File: config.mk
export PLATFORM = sky130hd
export DESIGN_NAME = hazard_ctrl_flat
export DESIGN_NICKNAME = d
export VERILOG_FILES = /design/src/rtl/mips_pkg.sv /design/src/rtl/hazard_ctrl_if.sv /design/src/rtl/hazard_dep_check.sv /design/src/rtl/hazard_ctrl.sv /design/src/flat_wrapper.sv
export SDC_FILE = /design/constraint.sdc
export NUM_CORES = 1
export LEC_CHECK = 0
export CAP_MARGIN = 30
export CORE_ASPECT_RATIO = 0.8
export CORE_MARGIN = 3
export CORE_UTILIZATION = 25
export DETAILED_ROUTE_END_ITERATION = 12
export PLACE_DENSITY = 0.82
export SKIP_LAST_GASP = 1
export SYNTH_ARGS = -nofsm -noshare
export SYNTH_HDL_FRONTEND = slang
export SYNTH_HIERARCHICAL = 1
export SYNTH_SLANG_ARGS = --single-unit
File: constraint.sdc
create_clock -name clk -period 4.1 [get_ports clk]
set_clock_uncertainty 0.1 [all_clocks]
set_input_delay 1.025 -clock clk [delete_from_list [all_inputs] [get_ports clk]]
set_output_delay 1.025 -clock clk [all_outputs]
set_load 0.02 [all_outputs]
File: src/rtl/mips_pkg.sv
// Shared opcode constants, hazard FSM state type and source-operand usage decode
// for the MIPS pipeline hazard controller.
package mips_pkg;

    localparam logic [5:0] OP_RTYPE = 6'h00;
    localparam logic [5:0] OP_BEQ   = 6'h04;
    localparam logic [5:0] OP_LW    = 6'h23;
    localparam logic [5:0] OP_SW    = 6'h2B;

    typedef enum logic {
        RUN   = 1'b0,
        STALL = 1'b1
    } hz_state_e;

    // lw reads rs as its base register; sw additionally reads rt as store data.
    function automatic logic uses_rs(input logic [5:0] op);
        logic used;
        case (op)
            OP_RTYPE, OP_BEQ, OP_LW, OP_SW: used = 1'b1;
            default:                        used = 1'b0;
        endcase
        return used;
    endfunction

    function automatic logic uses_rt(input logic [5:0] op);
        logic used;
        case (op)
            OP_RTYPE, OP_BEQ, OP_SW: used = 1'b1;
            default:                 used = 1'b0;
        endcase
        return used;
    endfunction

endpackage

File: src/rtl/hazard_ctrl_if.sv
// Pipeline-side signal bundle of the hazard controller: ID/EX/MEM status in,
// PC / IF-ID / ID-EX steering out.
interface hazard_ctrl_if;
    logic [31:0] id_inst;
    logic        id_valid;
    logic        ex_mem_read;
    logic        ex_reg_write;
    logic [4:0]  ex_rd;
    logic        mem_mem_read;
    logic [4:0]  mem_rd;
    logic        equal;
    logic        pc_write;
    logic        ifid_write;
    logic        ifid_flush;
    logic        idex_bubble;
    logic        branch_taken;
    logic        stalled;

    modport slave (
        input  id_inst, id_valid, ex_mem_read, ex_reg_write, ex_rd,
               mem_mem_read, mem_rd, equal,
        output pc_write, ifid_write, ifid_flush, idex_bubble, branch_taken, stalled
    );

    modport master (
        output id_inst, id_valid, ex_mem_read, ex_reg_write, ex_rd,
               mem_mem_read, mem_rd, equal,
        input  pc_write, ifid_write, ifid_flush, idex_bubble, branch_taken, stalled
    );
endinterface

File: src/rtl/hazard_dep_check.sv
// Combinational dependency detection for the instruction in ID and the number
// of stall cycles it needs before it may proceed (0, 1 or 2).
module hazard_dep_check
    import mips_pkg::*;
(
    input  logic [31:0] id_inst,
    input  logic        id_valid,
    input  logic        ex_mem_read,
    input  logic        ex_reg_write,
    input  logic [4:0]  ex_rd,
    input  logic        mem_mem_read,
    input  logic [4:0]  mem_rd,
    output logic [1:0]  need_n,
    output logic        is_branch
);

    logic [5:0] op_s;
    logic [4:0] rs_s;
    logic [4:0] rt_s;
    logic       rs_used_s;
    logic       rt_used_s;
    logic       is_beq_s;
    logic       ex_dep_s;
    logic       ex_load_dep_s;
    logic       mem_dep_s;
    logic       unused_imm_s;

    assign op_s         = id_inst[31:26];
    assign rs_s         = id_inst[25:21];
    assign rt_s         = id_inst[20:16];
    assign unused_imm_s = ^id_inst[15:0];
    assign rs_used_s    = uses_rs(op_s);
    assign rt_used_s    = uses_rt(op_s);
    assign is_beq_s     = (op_s == OP_BEQ);
    assign is_branch    = id_valid & is_beq_s;

    // Register 0 is hard-wired, so a write to it never creates a dependency.
    assign ex_dep_s = id_valid & ex_reg_write & (ex_rd != 5'd0) &
                      ((rs_used_s & (rs_s == ex_rd)) | (rt_used_s & (rt_s == ex_rd)));
    assign ex_load_dep_s = ex_dep_s & ex_mem_read;
    assign mem_dep_s = id_valid & mem_mem_read & (mem_rd != 5'd0) &
                       ((rs_used_s & (rs_s == mem_rd)) | (rt_used_s & (rt_s == mem_rd)));

    // beq compares in ID, so it cannot use the EX/MEM forwarding paths ALU ops rely on.
    always_comb begin
        need_n = 2'd0;
        if (is_beq_s && ex_load_dep_s) begin
            need_n = 2'd2;
        end else if (is_beq_s && ex_dep_s) begin
            need_n = 2'd1;
        end else if (is_beq_s && mem_dep_s) begin
            need_n = 2'd1;
        end else if (!is_beq_s && ex_load_dep_s) begin
            need_n = 2'd1;
        end else begin
            need_n = 2'd0;
        end
    end

endmodule

File: src/rtl/hazard_ctrl.sv
// Pipeline hazard controller: load-use / branch stall FSM and beq resolution.
// Optional stall/flush statistics counters are built when HAZARD_STATS_EN is defined.
module hazard_ctrl
    import mips_pkg::*;
(
    input  logic         clk,
    input  logic         rst,
    hazard_ctrl_if.slave hz
`ifdef HAZARD_STATS_EN
    ,
    output logic [31:0]  stall_cycles,
    output logic [31:0]  flush_count
`endif
);

    logic [1:0] need_n_s;
    logic       branch_s;
    hz_state_e  state_q;
    hz_state_e  state_d;
    logic [1:0] cnt_q;
    logic [1:0] cnt_d;
    logic       stall_s;
    logic       pc_write_s;
    logic       ifid_write_s;
    logic       ifid_flush_s;
    logic       idex_bubble_s;
    logic       branch_taken_s;
    logic       stalled_s;

    hazard_dep_check u_dep (
        .id_inst      (hz.id_inst),
        .id_valid     (hz.id_valid),
        .ex_mem_read  (hz.ex_mem_read),
        .ex_reg_write (hz.ex_reg_write),
        .ex_rd        (hz.ex_rd),
        .mem_mem_read (hz.mem_mem_read),
        .mem_rd       (hz.mem_rd),
        .need_n       (need_n_s),
        .is_branch    (branch_s)
    );

    // Next state, remaining-stall counter and all pipeline control outputs.
    always_comb begin
        state_d        = state_q;
        cnt_d          = cnt_q;
        stall_s        = 1'b0;
        pc_write_s     = 1'b1;
        ifid_write_s   = 1'b1;
        ifid_flush_s   = 1'b0;
        idex_bubble_s  = 1'b0;
        branch_taken_s = 1'b0;
        stalled_s      = 1'b0;
        if (rst) begin
            state_d       = RUN;
            cnt_d         = 2'd0;
            pc_write_s    = 1'b0;
            ifid_write_s  = 1'b0;
            idex_bubble_s = 1'b1;
        end else begin
            case (state_q)
                RUN: begin
                    if (need_n_s != 2'd0) begin
                        stall_s = 1'b1;
                        if (need_n_s == 2'd2) begin
                            state_d = STALL;
                            cnt_d   = 2'd1;
                        end else begin
                            state_d = RUN;
                            cnt_d   = 2'd0;
                        end
                    end else if (branch_s) begin
                        branch_taken_s = hz.equal;
                        ifid_flush_s   = hz.equal;
                    end else begin
                        cnt_d = 2'd0;
                    end
                end
                // Hazards are not re-evaluated here; the count fixed on entry is served out.
                STALL: begin
                    stall_s   = 1'b1;
                    stalled_s = 1'b1;
                    if (cnt_q > 2'd1) begin
                        state_d = STALL;
                        cnt_d   = cnt_q - 2'd1;
                    end else begin
                        state_d = RUN;
                        cnt_d   = 2'd0;
                    end
                end
                default: begin
                    state_d = RUN;
                    cnt_d   = 2'd0;
                    stall_s = 1'b1;
                end
            endcase
            if (stall_s) begin
                pc_write_s    = 1'b0;
                ifid_write_s  = 1'b0;
                idex_bubble_s = 1'b1;
            end else begin
                pc_write_s    = 1'b1;
                ifid_write_s  = 1'b1;
                idex_bubble_s = 1'b0;
            end
        end
    end

    // FSM state and counter registers.
    always_ff @(posedge clk) begin
        if (rst) begin
            state_q <= RUN;
            cnt_q   <= 2'd0;
        end else begin
            state_q <= state_d;
            cnt_q   <= cnt_d;
        end
    end

    assign hz.pc_write     = pc_write_s;
    assign hz.ifid_write   = ifid_write_s;
    assign hz.ifid_flush   = ifid_flush_s;
    assign hz.idex_bubble  = idex_bubble_s;
    assign hz.branch_taken = branch_taken_s;
    assign hz.stalled      = stalled_s;

`ifdef HAZARD_STATS_EN
    logic [31:0] stall_cycles_q;
    logic [31:0] stall_cycles_d;
    logic [31:0] flush_count_q;
    logic [31:0] flush_count_d;

    // Free-running statistics; wrap naturally at 2^32.
    always_comb begin
        stall_cycles_d = stall_cycles_q + {31'd0, stall_s};
        flush_count_d  = flush_count_q + {31'd0, ifid_flush_s};
    end

    // Statistics registers.
    always_ff @(posedge clk) begin
        if (rst) begin
            stall_cycles_q <= 32'd0;
            flush_count_q  <= 32'd0;
        end else begin
            stall_cycles_q <= stall_cycles_d;
            flush_count_q  <= flush_count_d;
        end
    end

    assign stall_cycles = stall_cycles_q;
    assign flush_count  = flush_count_q;
`endif

endmodule

File: src/flat_wrapper.sv
// flat-port wrapper written by rule: the top's interface ports become plain ports
module hazard_ctrl_flat import mips_pkg::*;
  (clk, rst, hz_id_inst, hz_id_valid, hz_ex_mem_read, hz_ex_reg_write, hz_ex_rd, hz_mem_mem_read, hz_mem_rd, hz_equal, hz_pc_write, hz_ifid_write, hz_ifid_flush, hz_idex_bubble, hz_branch_taken, hz_stalled);
  hazard_ctrl_if hz_i ();
  input  logic clk;
  input  logic rst;
  input wire logic [$bits(hz_i.id_inst)-1:0] hz_id_inst;
  input wire logic [$bits(hz_i.id_valid)-1:0] hz_id_valid;
  input wire logic [$bits(hz_i.ex_mem_read)-1:0] hz_ex_mem_read;
  input wire logic [$bits(hz_i.ex_reg_write)-1:0] hz_ex_reg_write;
  input wire logic [$bits(hz_i.ex_rd)-1:0] hz_ex_rd;
  input wire logic [$bits(hz_i.mem_mem_read)-1:0] hz_mem_mem_read;
  input wire logic [$bits(hz_i.mem_rd)-1:0] hz_mem_rd;
  input wire logic [$bits(hz_i.equal)-1:0] hz_equal;
  output wire logic [$bits(hz_i.pc_write)-1:0] hz_pc_write;
  output wire logic [$bits(hz_i.ifid_write)-1:0] hz_ifid_write;
  output wire logic [$bits(hz_i.ifid_flush)-1:0] hz_ifid_flush;
  output wire logic [$bits(hz_i.idex_bubble)-1:0] hz_idex_bubble;
  output wire logic [$bits(hz_i.branch_taken)-1:0] hz_branch_taken;
  output wire logic [$bits(hz_i.stalled)-1:0] hz_stalled;
  assign hz_i.id_inst = hz_id_inst;
  assign hz_i.id_valid = hz_id_valid;
  assign hz_i.ex_mem_read = hz_ex_mem_read;
  assign hz_i.ex_reg_write = hz_ex_reg_write;
  assign hz_i.ex_rd = hz_ex_rd;
  assign hz_i.mem_mem_read = hz_mem_mem_read;
  assign hz_i.mem_rd = hz_mem_rd;
  assign hz_i.equal = hz_equal;
  assign hz_pc_write = hz_i.pc_write;
  assign hz_ifid_write = hz_i.ifid_write;
  assign hz_ifid_flush = hz_i.ifid_flush;
  assign hz_idex_bubble = hz_i.idex_bubble;
  assign hz_branch_taken = hz_i.branch_taken;
  assign hz_stalled = hz_i.stalled;
  hazard_ctrl u_core (.clk(clk), .rst(rst), .hz(hz_i));
endmodule
* After elaboration in Yosys (flattened, before gate mapping) *
Index checks and enable logic that the tools add are counted.

storage, ports and cells
  register bits = 3
  bits of input ports = 49
  output and inout port bits = 6
  word-level logic and storage cells = 67

operators by class
  $lt $le $gt $ge = 1
  mux-type cells = 28
  equality and inequality tests = 9
  add/subtract/negate cells = 1
  reduce and logical (&&, ||, !) cells = 11
  bitwise operators = 15

operator list
  cell                   number
  $mux W1                21
  $eq A5 B5 Y1           4
  $and A1 B1 Y1          12
  $eq A6 B6 Y1 const B   2
  $reduce_bool A5 Y1     2
  $mux W2                4
  $eq A6 B3 Y1 const B   1
  $logic_not A6 Y1       1
  $logic_and A1 B1 Y1    4
  $pmux W1 S2            2
  $pmux W2 S2            1
  $reduce_or A4 Y1       1
  $ne A3 B3 Y1 const B   1
  $reduce_or A3 Y1       1
  $eq A2 B2 Y1 const B   1
  $gt A2 B1 Y1 const B   1
  $or A1 B1 Y1           2
  $reduce_bool A2 Y1     1
  $sub A2 B1 Y2 const B  1
  $logic_not A1 Y1       1
  $not A1 Y1             1

* Depth between registers and ports, before layout *
  depth after elaboration = 18
  gate-level depth with buffers = 8
  mapped depth without buffers = 7

* Cells and area by module *
The synthesis kept the hierarchy.

modules (own cells, without submodules)
  module            times used  area each (um2)  cells an instance  seq. area each (um2)
  hazard_dep_check  1           361.6            46                 0.0
  hazard_ctrl       1           167.7            20                 60.1

* Least setup slack after synthesis *
OpenSTA, ideal clock, no wires.

  path type = input port to output port
  start = input hz_id_inst[26]
  end = output hz_ifid_flush
  path slack = -526 ps
  stages on the path = 8
  arrival time = 3,501 ps
  cells stage by stage = or4_4 > o22ai_1 > nand4_1 > o21ai_2 > mux2_1 > nor4_2 > and3_1 > buf_4

on the way
  word-level cells in the longest chain between the ends = 16
  elaborated cells on any way between the ends = 32

RTL lines
  element                                               RTL line                                                source
  start: declaration                                    flat_wrapper.sv:7                                       input wire logic [$bits(hz_i.id_inst)-1:0] hz_id_inst;
  $eq A6 B3 Y1 (tied with other cells)                  mips_pkg.sv:18, mips_pkg.sv:27, hazard_dep_check.sv:34
  $reduce_or A4 Y1 or $reduce_or A3 Y1 (tied branches)  mips_pkg.sv:18, mips_pkg.sv:27
  $mux W1, on equally long branches                     mips_pkg.sv:18, mips_pkg.sv:27
  $and A1 B1 Y1                                         hazard_dep_check.sv:39                                  ((rs_used_s & (rs_s == ex_rd)) | (rt_used_s & (rt_s == ex_rd)));
  $or A1 B1 Y1                                          hazard_dep_check.sv:39
  $and A1 B1 Y1                                         hazard_dep_check.sv:38                                  assign ex_dep_s = id_valid & ex_reg_write & (ex_rd != 5'd0) &
  $and A1 B1 Y1                                         hazard_dep_check.sv:40                                  assign ex_load_dep_s = ex_dep_s & ex_mem_read;
  $logic_and A1 B1 Y1                                   hazard_dep_check.sv:53                                  end else if (!is_beq_s && ex_load_dep_s) begin
  $mux W1                                               hazard_dep_check.sv:53
  $mux W1                                               hazard_dep_check.sv:51                                  end else if (is_beq_s && mem_dep_s) begin
  $mux W1                                               hazard_dep_check.sv:49                                  end else if (is_beq_s && ex_dep_s) begin
  $mux W2 *                                             hazard_dep_check.sv:47                                  if (is_beq_s && ex_load_dep_s) begin
  net u_core.need_n_s[0]                                hazard_ctrl.sv:16                                       logic [1:0] need_n_s;
  $reduce_bool A2 Y1 *                                  hazard_ctrl.sv:62                                       if (need_n_s != 2'd0) begin
  $mux W1 * (3 in series)                               n/a
  end: declaration                                      flat_wrapper.sv:17                                      output wire logic [$bits(hz_i.ifid_flush)-1:0] hz_ifid_flush;

Mark *: on every way through the listed nets, which the timed path passes. The rest lies on a longest branch.

* Worst setup path after layout *
  start = input hz_id_inst[29]
  end = output hz_branch_taken

on the way
  word-level cells in the longest chain between the ends = 16
  elaborated cells on any way between the ends = 32

RTL lines
  element                                               RTL line                                                source
  $eq A6 B3 Y1 (tied with other cells)                  mips_pkg.sv:18, mips_pkg.sv:27, hazard_dep_check.sv:34
  $reduce_or A4 Y1 or $reduce_or A3 Y1 (tied branches)  mips_pkg.sv:18, mips_pkg.sv:27
  $mux W1, on equally long branches                     mips_pkg.sv:18, mips_pkg.sv:27
  $and A1 B1 Y1                                         hazard_dep_check.sv:39
  $or A1 B1 Y1                                          hazard_dep_check.sv:39
  $and A1 B1 Y1                                         hazard_dep_check.sv:38
  $and A1 B1 Y1                                         hazard_dep_check.sv:40
  $logic_and A1 B1 Y1                                   hazard_dep_check.sv:53
  $mux W1                                               hazard_dep_check.sv:53
  $mux W1                                               hazard_dep_check.sv:51
  $mux W1                                               hazard_dep_check.sv:49
  $mux W2 *                                             hazard_dep_check.sv:47
  net u_core.need_n_s[0]                                hazard_ctrl.sv:16
  $reduce_bool A2 Y1 *                                  hazard_ctrl.sv:62
  $mux W1 *                                             hazard_ctrl.sv:62
  $mux W1 *                                             hazard_ctrl.sv:60                                       case (state_q)
  $mux W1 *                                             hazard_ctrl.sv:53                                       if (rst) begin
  end: declaration                                      flat_wrapper.sv:19                                      output wire logic [$bits(hz_i.branch_taken)-1:0] hz_branch_taken;

Marked as above.

==> run_summary.xml <==
<?xml version="1.0" encoding="UTF-8"?>
<metrics>
  <group name="status">
    <metric name="status" unit="">complete, no violations</metric>
  </group>
  <group name="drt">
    <metric name="drt-initial-drc-count" unit="">17</metric>
    <metric name="wl" unit="um">2030</metric>
    <metric name="route.antenna.remaining_nets" unit="">0</metric>
    <metric name="vias" unit="">733</metric>
    <metric name="detail_route.first_pass.iterations" unit="">4</metric>
    <metric name="drc" unit="">0</metric>
    <metric name="wire_per_inst" unit="um">13.2</metric>
    <metric name="vias_per_cell" unit="">4.76</metric>
  </group>
  <group name="placed_design">
    <metric name="total_cell_area_at_the_placement_stage" unit="um^2">1120</metric>
    <metric name="place.gp.congestion" unit="">0.818</metric>
    <metric name="hpwl" unit="um">1640</metric>
    <metric name="place.port_buffers" unit="">38</metric>
  </group>
  <group name="job">
    <metric name="cap_violations" unit="">0</metric>
  </group>
  <group name="yosys">
    <metric name="synth_top_cells_by_area" unit="">sky130_fd_sc_hd__xor2_1 (25%), sky130_fd_sc_hd__dfxtp_1 (11%), sky130_fd_sc_hd__xnor2_1 (9.9%), sky130_fd_sc_hd__a21oi_1 (4.7%), sky130_fd_sc_hd__nor3_1 (3.8%)</metric>
    <metric name="yosys.cell_count.top_type" unit="">sky130_fd_sc_hd__xor2_1</metric>
    <metric name="synth_area_leader_cell" unit="">sky130_fd_sc_hd__xor2_1</metric>
    <metric name="yosys.cell_types.count" unit="">28</metric>
    <metric name="synth_compound_area_share" unit="%">12.8</metric>
    <metric name="yosys.area_share.simple" unit="%">34.8</metric>
    <metric name="synthAdderAreaFrac" unit="%">0</metric>
    <metric name="synthArstFlopShare" unit="%">0</metric>
    <metric name="synth_sequential_area_ratio" unit="%">11.3</metric>
    <metric name="post_synth_xor_area_fraction" unit="%">34.8</metric>
    <metric name="synth_area_per_cell" unit="um^2">8.02</metric>
    <metric name="synth-edff-count" unit="">0</metric>
    <metric name="register_bit_count_reported_by_yosys" unit="">3</metric>
    <metric name="ys_dominant_reg_cell" unit="">sky130_fd_sc_hd__dfxtp_1</metric>
    <metric name="post_synth_mux_area_share" unit="%">2.13</metric>
    <metric name="synth_cells" unit="">66</metric>
    <metric name="synth_fp_nets" unit="">115</metric>
    <metric name="synth.cell_area" unit="um^2">529</metric>
    <metric name="synth_top_area_share" unit="%">24.8</metric>
    <metric name="synth_warnings" unit="">6</metric>
    <metric name="synth_common_cells" unit="">sky130_fd_sc_hd__xor2_1 (15), sky130_fd_sc_hd__xnor2_1 (6), sky130_fd_sc_hd__a21oi_1 (5), sky130_fd_sc_hd__nor3_1 (4)</metric>
    <metric name="largest_family_of_logic_cells_by_synthesized_area" unit="">XOR/XNOR gates</metric>
  </group>
  <group name="global_route">
    <metric name="grt_first_pass_wirelength" unit="um">3170</metric>
    <metric name="groute.layer.met3.usage" unit="%">5.49</metric>
    <metric name="grt_util_all_layers" unit="%">15.3</metric>
    <metric name="grt_busiest_layer" unit="">met2</metric>
    <metric name="pin_count_of_the_biggest_net_entering_global_routing" unit="">8</metric>
    <metric name="initial_antenna_violation_count" unit="">0</metric>
    <metric name="grt_pass1_vias" unit="">754</metric>
    <metric name="grt_util_met2" unit="%">26.8</metric>
    <metric name="grt_remaining_overflow" unit="">0</metric>
    <metric name="grt_use_met1" unit="%">16.5</metric>
  </group>
  <group name="final_layout">
    <metric name="fin_nets" unit="">180</metric>
    <metric name="layout-drive-gt1-share" unit="%">38.5</metric>
    <metric name="layout.cell_area.non_filler" unit="um^2">1190</metric>
    <metric name="count_of_fill_cells_added_during_filler_insertion" unit="">179</metric>
    <metric name="antenna_diode_instance_count" unit="">0</metric>
    <metric name="flow.area_growth_from_synthesis" unit="%">125</metric>
  </group>
  <group name="worst_setup_path">
    <metric name="worst_ep_required_time" unit="ns">2.97</metric>
    <metric name="cp_common_cell" unit="">sky130_fd_sc_hd__buf_6</metric>
    <metric name="critical_path.startpoint_type" unit="">primary input</metric>
    <metric name="critical_path_class" unit="">in2out</metric>
    <metric name="path_delay_family" unit="">simple AND/OR/NAND/NOR gates</metric>
    <metric name="cpPeakStageDelay" unit="ns">0.59</metric>
    <metric name="critPathArrivalTime" unit="ns">2.96</metric>
    <metric name="worstPathCellList" unit="">buf_6, or4_4, o22ai_4, nand4_1, o21ai_2, mux2_4, nor4_4, and3_4, buf_6</metric>
    <metric name="crit_fanout" unit="">3</metric>
    <metric name="critPathBufInv" unit="">2</metric>
    <metric name="worstSetupEndpointType" unit="">output port</metric>
    <metric name="worst_path_max_delay_cell" unit="">sky130_fd_sc_hd__or4_4</metric>
  </group>
  <group name="floorplan">
    <metric name="initial_utilization" unit="%">27.2</metric>
    <metric name="die_area" unit="um^2">2710</metric>
    <metric name="floorplan.die.width" unit="um">57.4</metric>
    <metric name="std_cell_rows" unit="">14</metric>
    <metric name="floorplan.io_pins" unit="">55</metric>
    <metric name="core_region_area" unit="um^2">1940</metric>
    <metric name="die_h" unit="um">47.2</metric>
  </group>
  <group name="timing">
    <metric name="setup_tns" unit="ns">0</metric>
    <metric name="relative_max_transition_margin" unit="%">81.2</metric>
    <metric name="tightestPinTransition" unit="ns">0.281</metric>
    <metric name="grt_setup_unrepaired" unit="">true</metric>
    <metric name="timing_max_transition_violations_final" unit="">0</metric>
    <metric name="fin_crit" unit="ns">4.09</metric>
    <metric name="finalHoldViolations" unit="">0</metric>
    <metric name="max_clock_freq" unit="MHz">245</metric>
    <metric name="timing.final.crit_share" unit="%">99.7</metric>
    <metric name="setup_viol_count_final" unit="">0</metric>
  </group>
  <group name="clocking">
    <metric name="cts.reportedPaths.clkPinSlew" unit="ns">0.04</metric>
    <metric name="cts.root.buffer_cell" unit="">sky130_fd_sc_hd__clkbuf_4</metric>
    <metric name="clock_latency" unit="ns">0.23</metric>
    <metric name="numCtsBuffers" unit="">3</metric>
    <metric name="clock-sinks" unit="">3</metric>
    <metric name="cts.path.max_buffers" unit="">2</metric>
    <metric name="cts_tree" unit="">yes</metric>
    <metric name="htree_levels" unit="">1</metric>
    <metric name="cts_hold_buffers" unit="">0</metric>
  </group>
  <group name="power">
    <metric name="static-leakage-power" unit="nW">0.524</metric>
    <metric name="vdd_drop_max" unit="uV">88.3</metric>
    <metric name="power-per-cell-area" unit="nW/um^2">140</metric>
  </group>
  <group name="worst_hold_path">
    <metric name="hp-class" unit="">reg2reg</metric>
  </group>
</metrics>
power by group:
group	total, mW	switching (mW)	internal, mW
combinational	0.0867	0.0338	0.0529
clock	0.0510	0.0146	0.0364
sequential	0.0294	0.000000242	0.0294
total	0.167	0.0483	0.119
metal layers:
| metal | part of all wire (%) | vias up | routed length (um) |
|---|---|---|---|
| met2 | 53 | 33 | 1080 |
| met3 | 6.7 | 0 | 135 |
| met4 | 0 | 0 | 0 |
| met5 | 0 | - | 0 |
| li1 | - | 367 | - |
| met1 | 40 | 333 | 810 |
final cells by class:
type | instances | area, um^2 | share of cell area (%)
repair buffers | 62 | 556 | 46.6
well taps | 24 | 30.0 | 2.52
clock buffers | 4 | 26.3 | 2.21
multi-input cells | 59 | 512 | 43.0
flip-flops and latches | 3 | 60.1 | 5.04
inverters | 2 | 7.51 | 0.630
path summary, 6_finish.rpt:
check	start	endpoint	slack [ns]	cells past startpoint
worst max register to register	u_core/state_q$_SDFF_PP0_	u_core/cnt_q[1]$_SDFFE_PP0P_	2.94	2
worst min-delay path	u_core/cnt_q[1]$_SDFFE_PP0P_	u_core/state_q$_SDFF_PP0_	0.37	2
worst max-delay path	hz_id_inst[29]	hz_branch_taken	0.01	9
worst min register to register	u_core/cnt_q[1]$_SDFFE_PP0P_	u_core/state_q$_SDFF_PP0_	0.37	2
registers in the layout, summed over array words and instances (netlist names):
signal	count
u_core/cnt_q	2
u_core/state_q	1
metrics by stage:
stage / hold WS, ns / util (%) / instances / worst slack (ns) / total power, mW
6_report: 0.366 / 61.3 / 154 / 0.0131 / 0.167
5_1_grt: 0.378 / 61.3 / 154 / -0.0875 / 0.181
4_1_cts: 0.364 / 58.9 / 153 / -0.147 / 0.166
3_5_place_dp: 0.362 / 57.9 / 149 / -0.774 / 0.116
3_3_place_gp: 0.341 / 57.9 / 149 / -0.740 / 0.114
2_1_floorplan: 0.326 / - / 66 / -0.0798 / 0.0553
tightest hold or removal path, cell delays in order (launching register included):
cell	delay (ns)
sky130_fd_sc_hd__dfxtp_1	0.30
sky130_fd_sc_hd__nand2_1	0.05
sky130_fd_sc_hd__a21oi_1	0.06
timing repair:
action,4_1_cts,5_1_grt
gates resized for setup,56,13
pin swaps,10,7
hold endpoints to repair,0,0
cloned,0,0
buffers inserted,0,1
endpoints found under the setup margin,5,5
logic make-up after synthesis:
| family | after synthesis |
|---|---|
| compound gates | 10 |
| xor+xnor | 21 |
| buf+inv | 4 |
| flops | 3 |
| mux | 1 |
| simple gates | 27 |
cell usage in the layout (no fill, tap or decap), drive strengths merged:
master / synthesis / layout
dlygate4sd2: 0 / 5
or3: 2 / 2
o311a: 1 / 1
clkbuf: 0 / 5
o21ai: 1 / 1
o22ai: 1 / 1
o32ai: 1 / 1
or3b: 1 / 1
dlymetal6s2s: 0 / 5
nand4b: 1 / 1
xor2: 15 / 15
or4b: 1 / 1
nand2b: 2 / 2
or4: 2 / 2
xnor2: 6 / 6
nand4: 3 / 3
nor2: 2 / 2
nor4: 1 / 1
and3: 2 / 2
a21oi: 5 / 5
dfxtp: 3 / 3
o2111ai: 1 / 1
nor3b: 1 / 1
mux2: 1 / 1
clkdlybuf4s15: 0 / 3
inv: 2 / 2
buf: 2 / 32
nor3: 4 / 4
and2: 1 / 1
nand3: 1 / 1
nand2: 3 / 3
clkdlybuf4s50: 0 / 16
Note: power is estimated with default switching activity, not from simulation.
